==> src/rtl/fetch_cycle_bp_if.sv <==
// Fetch-stage bus: pipeline control, IMEM read data, execute feedback and the
// registered IF/ID outputs consumed by decode.
//   master : the fetch stage (drives PCF and the IF/ID outputs)
//   slave  : the surrounding pipeline / IMEM / testbench
interface fetch_cycle_bp_if;
  logic        StallF;
  logic        StallD;
  logic        FlushD;
  logic [31:0] InstrF;
  logic [31:0] PCF;
  logic        RedirectE;
  logic [31:0] RedirectPCE;
  logic        UpdateE;
  logic [31:0] UpdatePCE;
  logic        UpdateTakenE;
  logic [31:0] UpdateTargetE;
  logic [31:0] InstrD;
  logic [31:0] PCD;
  logic [31:0] PCPlus4D;
  logic        PredTakenD;
  logic [31:0] PredTargetD;

  modport master (
    input  StallF, StallD, FlushD, InstrF,
    input  RedirectE, RedirectPCE,
    input  UpdateE, UpdatePCE, UpdateTakenE, UpdateTargetE,
    output PCF, InstrD, PCD, PCPlus4D, PredTakenD, PredTargetD
  );

  modport slave (
    output StallF, StallD, FlushD, InstrF,
    output RedirectE, RedirectPCE,
    output UpdateE, UpdatePCE, UpdateTakenE, UpdateTargetE,
    input  PCF, InstrD, PCD, PCPlus4D, PredTakenD, PredTargetD
  );
endinterface

==> src/rtl/fetch_cycle_bp.sv <==
// Instruction fetch stage with a 2-bit-counter BHT and direct-mapped BTB.
// Owns the PC, drives the IMEM address (PCF) and registers the IF/ID outputs.
// Ports:
//   clk  : clock, all state on posedge
//   rst  : synchronous active-low reset
//   bus  : fetch_cycle_bp_if.master (stall/flush, InstrF, redirect, predictor
//          training, PCF and IF/ID outputs)
// Build option: define FETCH_BP_EN to instantiate the predictor; without it
// fetch always falls through to PC+4 (or redirect/hold) and Update* is ignored.
module fetch_cycle_bp #(
  parameter logic [31:0] RESET_PC = 32'h0000_0000,
  parameter int unsigned IDX_BITS = 4
) (
  input logic              clk,
  input logic              rst,
  fetch_cycle_bp_if.master bus
);

  logic [31:0] pc_q, pc_d;
  logic [31:0] instr_d_q, instr_d_d;
  logic [31:0] pcd_q, pcd_d;
  logic [31:0] pcplus4d_q, pcplus4d_d;
  logic        pred_taken_d_q, pred_taken_d_d;
  logic [31:0] pred_target_d_q, pred_target_d_d;

  logic        pred_taken;
  logic [31:0] pred_target;
  logic [31:0] pc_plus4;

  assign pc_plus4 = pc_q + 32'd4;

`ifdef FETCH_BP_EN
  localparam int unsigned Entries = 1 << IDX_BITS;
  localparam int unsigned TagW    = 30 - IDX_BITS;

  logic [1:0]         bht_q [Entries];
  logic [1:0]         bht_d [Entries];
  logic [Entries-1:0] valid_q, valid_d;
  logic [TagW-1:0]    tag_q [Entries];
  logic [TagW-1:0]    tag_d [Entries];
  logic [31:0]        tgt_q [Entries];
  logic [31:0]        tgt_d [Entries];

  logic [IDX_BITS-1:0] look_idx, upd_idx;
  logic [TagW-1:0]     look_tag;
  logic                hit;

  assign look_idx    = pc_q[IDX_BITS+1:2];
  assign look_tag    = pc_q[31:IDX_BITS+2];
  assign upd_idx     = bus.UpdatePCE[IDX_BITS+1:2];
  // Lookup reads the _q arrays, so a same-cycle update is seen next cycle.
  assign hit         = valid_q[look_idx] && (tag_q[look_idx] == look_tag);
  assign pred_taken  = hit && bht_q[look_idx][1];
  assign pred_target = tgt_q[look_idx];

  always_comb begin
    bht_d   = bht_q;
    valid_d = valid_q;
    tag_d   = tag_q;
    tgt_d   = tgt_q;
    if (bus.UpdateE) begin
      if (bus.UpdateTakenE) begin
        if (bht_q[upd_idx] != 2'b11) bht_d[upd_idx] = bht_q[upd_idx] + 2'b01;
        valid_d[upd_idx] = 1'b1;
        tag_d[upd_idx]   = bus.UpdatePCE[31:IDX_BITS+2];
        tgt_d[upd_idx]   = bus.UpdateTargetE;
      end else if (bht_q[upd_idx] != 2'b00) begin
        bht_d[upd_idx] = bht_q[upd_idx] - 2'b01;
      end
    end
  end

  // Tags/targets need no reset: valid bits gate every use.
  always_ff @(posedge clk) begin
    if (!rst) begin
      for (int i = 0; i < int'(Entries); i++) bht_q[i] <= 2'b01;
      valid_q <= '0;
    end else begin
      bht_q   <= bht_d;
      valid_q <= valid_d;
      tag_q   <= tag_d;
      tgt_q   <= tgt_d;
    end
  end
`else
  assign pred_taken  = 1'b0;
  assign pred_target = 32'd0;
`endif

  always_comb begin
    // Next PC: redirect beats stall, stall beats prediction.
    if (bus.RedirectE)   pc_d = bus.RedirectPCE;
    else if (bus.StallF) pc_d = pc_q;
    else if (pred_taken) pc_d = pred_target;
    else                 pc_d = pc_plus4;

    instr_d_d       = instr_d_q;
    pcd_d           = pcd_q;
    pcplus4d_d      = pcplus4d_q;
    pred_taken_d_d  = pred_taken_d_q;
    pred_target_d_d = pred_target_d_q;
    if (bus.FlushD) begin
      instr_d_d       = 32'd0;
      pcd_d           = 32'd0;
      pcplus4d_d      = 32'd0;
      pred_taken_d_d  = 1'b0;
      pred_target_d_d = 32'd0;
    end else if (!bus.StallD) begin
      instr_d_d       = bus.InstrF;
      pcd_d           = pc_q;
      pcplus4d_d      = pc_plus4;
      pred_taken_d_d  = pred_taken;
      pred_target_d_d = pred_taken ? pred_target : 32'd0;
    end
  end

  always_ff @(posedge clk) begin
    if (!rst) begin
      pc_q            <= RESET_PC;
      instr_d_q       <= 32'd0;
      pcd_q           <= 32'd0;
      pcplus4d_q      <= 32'd0;
      pred_taken_d_q  <= 1'b0;
      pred_target_d_q <= 32'd0;
    end else begin
      pc_q            <= pc_d;
      instr_d_q       <= instr_d_d;
      pcd_q           <= pcd_d;
      pcplus4d_q      <= pcplus4d_d;
      pred_taken_d_q  <= pred_taken_d_d;
      pred_target_d_q <= pred_target_d_d;
    end
  end

  assign bus.PCF         = pc_q;
  assign bus.InstrD      = instr_d_q;
  assign bus.PCD         = pcd_q;
  assign bus.PCPlus4D    = pcplus4d_q;
  assign bus.PredTakenD  = pred_taken_d_q;
  assign bus.PredTargetD = pred_target_d_q;

endmodule

==> src/flat_wrapper.sv <==
// flat-port wrapper written by rule: the top's interface ports become plain ports
module fetch_cycle_bp_flat 
#(
  parameter logic [31:0] RESET_PC = 32'h0000_0000,
  parameter int unsigned IDX_BITS = 4
)
  (clk, rst, bus_StallF, bus_StallD, bus_FlushD, bus_InstrF, bus_RedirectE, bus_RedirectPCE, bus_UpdateE, bus_UpdatePCE, bus_UpdateTakenE, bus_UpdateTargetE, bus_PCF, bus_InstrD, bus_PCD, bus_PCPlus4D, bus_PredTakenD, bus_PredTargetD);
  fetch_cycle_bp_if bus_i ();
  input logic clk;
  input logic rst;
  input wire logic [$bits(bus_i.StallF)-1:0] bus_StallF;
  input wire logic [$bits(bus_i.StallD)-1:0] bus_StallD;
  input wire logic [$bits(bus_i.FlushD)-1:0] bus_FlushD;
  input wire logic [$bits(bus_i.InstrF)-1:0] bus_InstrF;
  input wire logic [$bits(bus_i.RedirectE)-1:0] bus_RedirectE;
  input wire logic [$bits(bus_i.RedirectPCE)-1:0] bus_RedirectPCE;
  input wire logic [$bits(bus_i.UpdateE)-1:0] bus_UpdateE;
  input wire logic [$bits(bus_i.UpdatePCE)-1:0] bus_UpdatePCE;
  input wire logic [$bits(bus_i.UpdateTakenE)-1:0] bus_UpdateTakenE;
  input wire logic [$bits(bus_i.UpdateTargetE)-1:0] bus_UpdateTargetE;
  output wire logic [$bits(bus_i.PCF)-1:0] bus_PCF;
  output wire logic [$bits(bus_i.InstrD)-1:0] bus_InstrD;
  output wire logic [$bits(bus_i.PCD)-1:0] bus_PCD;
  output wire logic [$bits(bus_i.PCPlus4D)-1:0] bus_PCPlus4D;
  output wire logic [$bits(bus_i.PredTakenD)-1:0] bus_PredTakenD;
  output wire logic [$bits(bus_i.PredTargetD)-1:0] bus_PredTargetD;
  assign bus_i.StallF = bus_StallF;
  assign bus_i.StallD = bus_StallD;
  assign bus_i.FlushD = bus_FlushD;
  assign bus_i.InstrF = bus_InstrF;
  assign bus_i.RedirectE = bus_RedirectE;
  assign bus_i.RedirectPCE = bus_RedirectPCE;
  assign bus_i.UpdateE = bus_UpdateE;
  assign bus_i.UpdatePCE = bus_UpdatePCE;
  assign bus_i.UpdateTakenE = bus_UpdateTakenE;
  assign bus_i.UpdateTargetE = bus_UpdateTargetE;
  assign bus_PCF = bus_i.PCF;
  assign bus_InstrD = bus_i.InstrD;
  assign bus_PCD = bus_i.PCD;
  assign bus_PCPlus4D = bus_i.PCPlus4D;
  assign bus_PredTakenD = bus_i.PredTakenD;
  assign bus_PredTargetD = bus_i.PredTargetD;
  fetch_cycle_bp #(.RESET_PC(RESET_PC), .IDX_BITS(IDX_BITS)) u_core (.clk(clk), .rst(rst), .bus(bus_i));
endmodule
==> config.mk <==
export PLATFORM = sky130hd
export DESIGN_NAME = fetch_cycle_bp_flat
export DESIGN_NICKNAME = d
export VERILOG_FILES = /design/src/rtl/fetch_cycle_bp_if.sv /design/src/rtl/fetch_cycle_bp.sv /design/src/flat_wrapper.sv
export SDC_FILE = /design/constraint.sdc
export NUM_CORES = 1
export LEC_CHECK = 0
export ABC_AREA = 1
export CORE_AREA = 3 3 113 115
export DETAILED_ROUTE_END_ITERATION = 8
export DIE_AREA = 0 0 116 118
export DONT_BUFFER_PORTS = 1
export SYNTH_ARGS = -nofsm -noshare
export SYNTH_HDL_FRONTEND = slang
export SYNTH_SLANG_ARGS = --single-unit
==> constraint.sdc <==
create_clock -name clk -period 1.9 [get_ports clk]
set_input_delay 0.19 -clock clk [delete_from_list [all_inputs] [get_ports clk]]
set_output_delay 0.19 -clock clk [all_outputs]
set_load 0.01 [all_outputs]
# Word level (Yosys, flattened, before mapping)
# Cells that the tools add are included.
word_totals:
  out_inout_bits: 161
  word_cells: 10
  input_bits: 136
  reg_bits: 128
op_classes:
  n_eq_ne: 1
  n_mux: 2
  n_bitwise: 1
  reduce_logical: 1
  addsub: 1
ops:
  columns: ["cell", "n"]
  rows:
  - ["$mux W32", 2]
  - ["$add A32 B3 Y32 const B", 1]
  - ["$ne A2 B1 Y1 const B", 1]
  - ["$reduce_or A2 Y1", 1]
  - ["$not A1 Y1", 1]

# Depth between registers and ports, before layout
# Gate-level depths: netlist of the first run.
depth:
  word_depth: 3
  ltp_mapped: 11
  ltp_nobuf: 11

# Worst setup path after synthesis of the first run
# OpenSTA, ideal clock, no wires.
synth_timing:
  kind: "register -> register"
  start: "register u_core.pc_q[3] (netlist: u_core.bus.PCF[3])"
  end: "register u_core.pc_q[20] (netlist: u_core.bus.PCF[20])"
  stages_incl_launch_ff: 11
  t_required_ns: 1.772
  n_path_buf: 0
  period_less_slack_ns: 1.545
  arrival_ns: 1.418
  setup_ns: 0.128
  slack_ns: 0.355
  cell_sequence: "dfxtp_1 > ha_1 > nand2_1 > nor2_2 > nand2_4 > nor2_4 > nand2_1 > nand2_1 > nand2_1 > a21oi_1 > nor2_1"
synth_between:
  elab_chain_len: 3
synth_lines:
  columns: ["item", "line_no", "source"]
  rows:
  - ["from (decl)", "fetch_cycle_bp.sv:19", "logic [31:0] pc_q, pc_d;"]
  - ["from (signal assigned)", "fetch_cycle_bp.sv:126", "pc_q <= pc_d;"]
  - ["$add A32 B3 Y32", "fetch_cycle_bp.sv:30", "assign pc_plus4 = pc_q + 32'd4;"]
  - ["$mux W32", "fetch_cycle_bp.sv:93", "else if (bus.StallF) pc_d = pc_q;"]
  - ["$mux W32", "fetch_cycle_bp.sv:92", "if (bus.RedirectE) pc_d = bus.RedirectPCE;"]
# Every way passes these cells. The select of a mux whose other input is x is not followed.
# A chain may end at the register's enable or synchronous reset.

# Worst setup path after layout of the first run
layout_timing:
  start: "register u_core.pc_q[2] (netlist: u_core.bus.PCF[2])"
  end: "register u_core.pc_q[20] (netlist: u_core.bus.PCF[20])"
# Same word-level chain as after synthesis.

==> flow_summary.toml, run 1 <==
[grt]
grt_start_max_net_pins = 65
gr-total-overflow = 0
grt_pass1_vias = 5090
antenna_found_initial = 0
grt_pass1_wl_um = 26300
grt.total_usage_pct = 24.6

[floorplanning]
die_h_um = 118
pin_count = 297
row_count = 40
core_area_um2 = 11900
initial_core_util_pct = 48.9
dieArea_um2 = 13700
dieWidth_um = 116

[cells_and_area]
syn_to_final_growth_pct = 19.3
final_nets = 1021
final_cell_mix = "227 x nand2_1, 124 x dfxtp_1, 118 x nor2_1"
final_area_um2 = 6950
drive_above_1_share_pct = 8.61
layout_commonest_cell = "nand2_1"
n_antenna_cell = 0

[timing]
holdWs_ns = 0.0255
setup_viol = 0
fin_crit_sh_pct = 90.1
drv_slew = 0
fin_crit_ns = 1.71
fmax_mhz = 584
hold_violations = 0
fin_setup_tns_ns = 0
setup_slack_ns = 0.188
clock_skew_ns = 0.00566
rsz0062_at_grt = "no"

[placement]
dp_slack_ns = 0.147
gp_routability_congestion = 0.880
place_area_um2 = 5910
io_buffer_count = 0
hpwlAfterDp_um = 11700

[power]
p_per_area_nw_per_um2 = 936
ir_worst_vdd_mv = 0.463
leakage_nw = 3.09

[job]
max_cap_violations = 0

[worst_setup_path]
end_kind = "register"
cp.arrival_ns = 2.00
cp_max_fo = 5
worstSetupStartpointType = "register"
critical_path_class = "reg2reg"
cp.required_ns = 2.19

[routing]
drc = 0
routed_wl_um = 17400
dr.first_iter.drc_count = 374
antenna_left = 0
viasPerCell = 5.11
firstDrtPassIters = 5
num_vias = 5319
wl_per_cell_um = 16.7

[clock_network]
cts.sinks = 126
cts_tree = "yes"
htreeDepth = 4
cts_buffer_depth = 2
clk_latency_ns = 0.41
numCtsBuffers = 17
clkTransAtPathRegs_ns = 0.06
root_buffer = "clkbuf_16"

[yosys]
synth_area_per_cell_um2 = 6.93
netlist_instances = 840
synth-seq-area-share_pct = 43.3
synth.distinct_cells = 30
yosysWarnings = 0
ys_ff_latch = 126
syn-cell-area_um2 = 5820

[min_path]
min_path_type = "in2reg"

[status]
outcome = "complete, no violations"
## report_power, final
part	internal [mW]	switching (mW)	total (mW)
registers	2.75	0.141	2.90
logic	0.235	0.375	0.610
clock network	1.89	1.11	3.00
## logic make-up (layout without fill, tap and decap cells)
| group | Yosys count | count (layout) | share of synthesized area [%] |
|---|---|---|---|
| buffers and inverters | 167 | 189 | 13.4 |
| xor gates and xnor gates | 15 | 15 | 2.52 |
| AOI/OAI and AO/OA | 144 | 144 | 13.6 |
| DFF | 126 | 126 | 43.3 |
| and+or+nand+nor | 386 | 386 | 26.9 |
| adders and majority gates | 1 | 1 | 0.215 |
| other | 1 | 33 | 0.0644 |
## critical path, stage by stage (launching register included)
cell	delay, ns
dfxtp_2	0.35
ha_2	0.21
nand2_1	0.07
nor2_2	0.17
nand2_4	0.13
nor2_4	0.24
nand2_1	0.08
nand2_1	0.06
nand2_1	0.09
a21oi_1	0.13
nor2_1	0.05
## flip-flops by register name (all words and copies together) (netlist names)
register / count
u_core.bus.PCD: 30
u_core.bus.InstrD: 32
u_core.bus.PCPlus4D: 32
u_core.bus.PCF: 32
## path summary, 6_finish.rpt
| check | slack [ns] | endpoint | cells past startpoint | from |
|---|---|---|---|---|
| min reg2reg | 0.51 | u_core.bus.InstrD[11] | 2 | u_core.bus.InstrD[11] |
| max reg2reg | 0.19 | u_core.bus.PCF[20] | 10 | u_core.bus.PCF[2] |
| min | 0.03 | u_core.bus.PCPlus4D[2] | 2 | bus_StallD |
| max | 0.19 | u_core.bus.PCF[20] | 10 | u_core.bus.PCF[2] |
## repair_timing
action	4_1_cts	5_1_grt
hold buffers	48	0
endpoints found under the setup margin	0	4
resized for setup	0	3
setup buffers	0	0
hold endpoints to repair	75	0
## final cells by class
class	instances	area, um^2
repair buffers	74	731
inverters	86	325
fillers	1118	4960
clock inverters	9	97.6
clock buffers	20	437
well taps	147	184
multi-input cells	579	2650
flip-flops and latches	126	2520
## routing by layer
layer  GRT usage [%]  wire length, um  vias up
li1                -                -     2646
met3            7.15             1370       28
met2            44.4             8880      194
met4            7.83              324        0
met1            27.2             6860     2451
met5               0                0        -
## cells in the mapped netlist
cell	number	area, um^2
xor2_2	2	32.5
a211oi_1	24	180
a31oi_1	7	43.8
clkbuf_1	30	113
or2_1	1	6.26
a21oi_1	62	310
clkinv_1	1	3.75
buf_2	7	35.0
nor2_4	5	56.3
and2_1	2	12.5
nand2_2	4	25.0
xor2_1	10	87.6
nand3_1	20	100
nor2_8	1	20.0
dfxtp_1	126	2520
xnor2_1	3	26.3
o21ai_0	48	240
a22oi_1	1	7.51
buf_1	6	22.5
inv_1	84	315
nor2_2	4	25.0
ha_1	1	12.5
nand2_4	1	11.3
buf_4	38	285
conb_1	1	3.75
nand2_1	227	852
nor3_1	2	10.0
nor2_1	119	447
o21ai_1	2	10.0
inv_2	1	3.75
## stage by stage
step	instances	utilization [%]	power (mW)
3_5_place_dp	964	49.6	3.44
5_1_grt	1041	58.3	6.76
2_1_floorplan	872	-	3.35
6_report	1041	58.3	6.50
3_3_place_gp	964	49.6	3.43
4_1_cts	1041	58.3	6.57
No activity file was read; power rests on OpenSTA's default activity.
==> run 2, diff against run 1 <==
CAP_MARGIN = 20   (was not set)
==> results of run 2 <==
The final DEF is identical to that of run 1; final timing and power are the same.
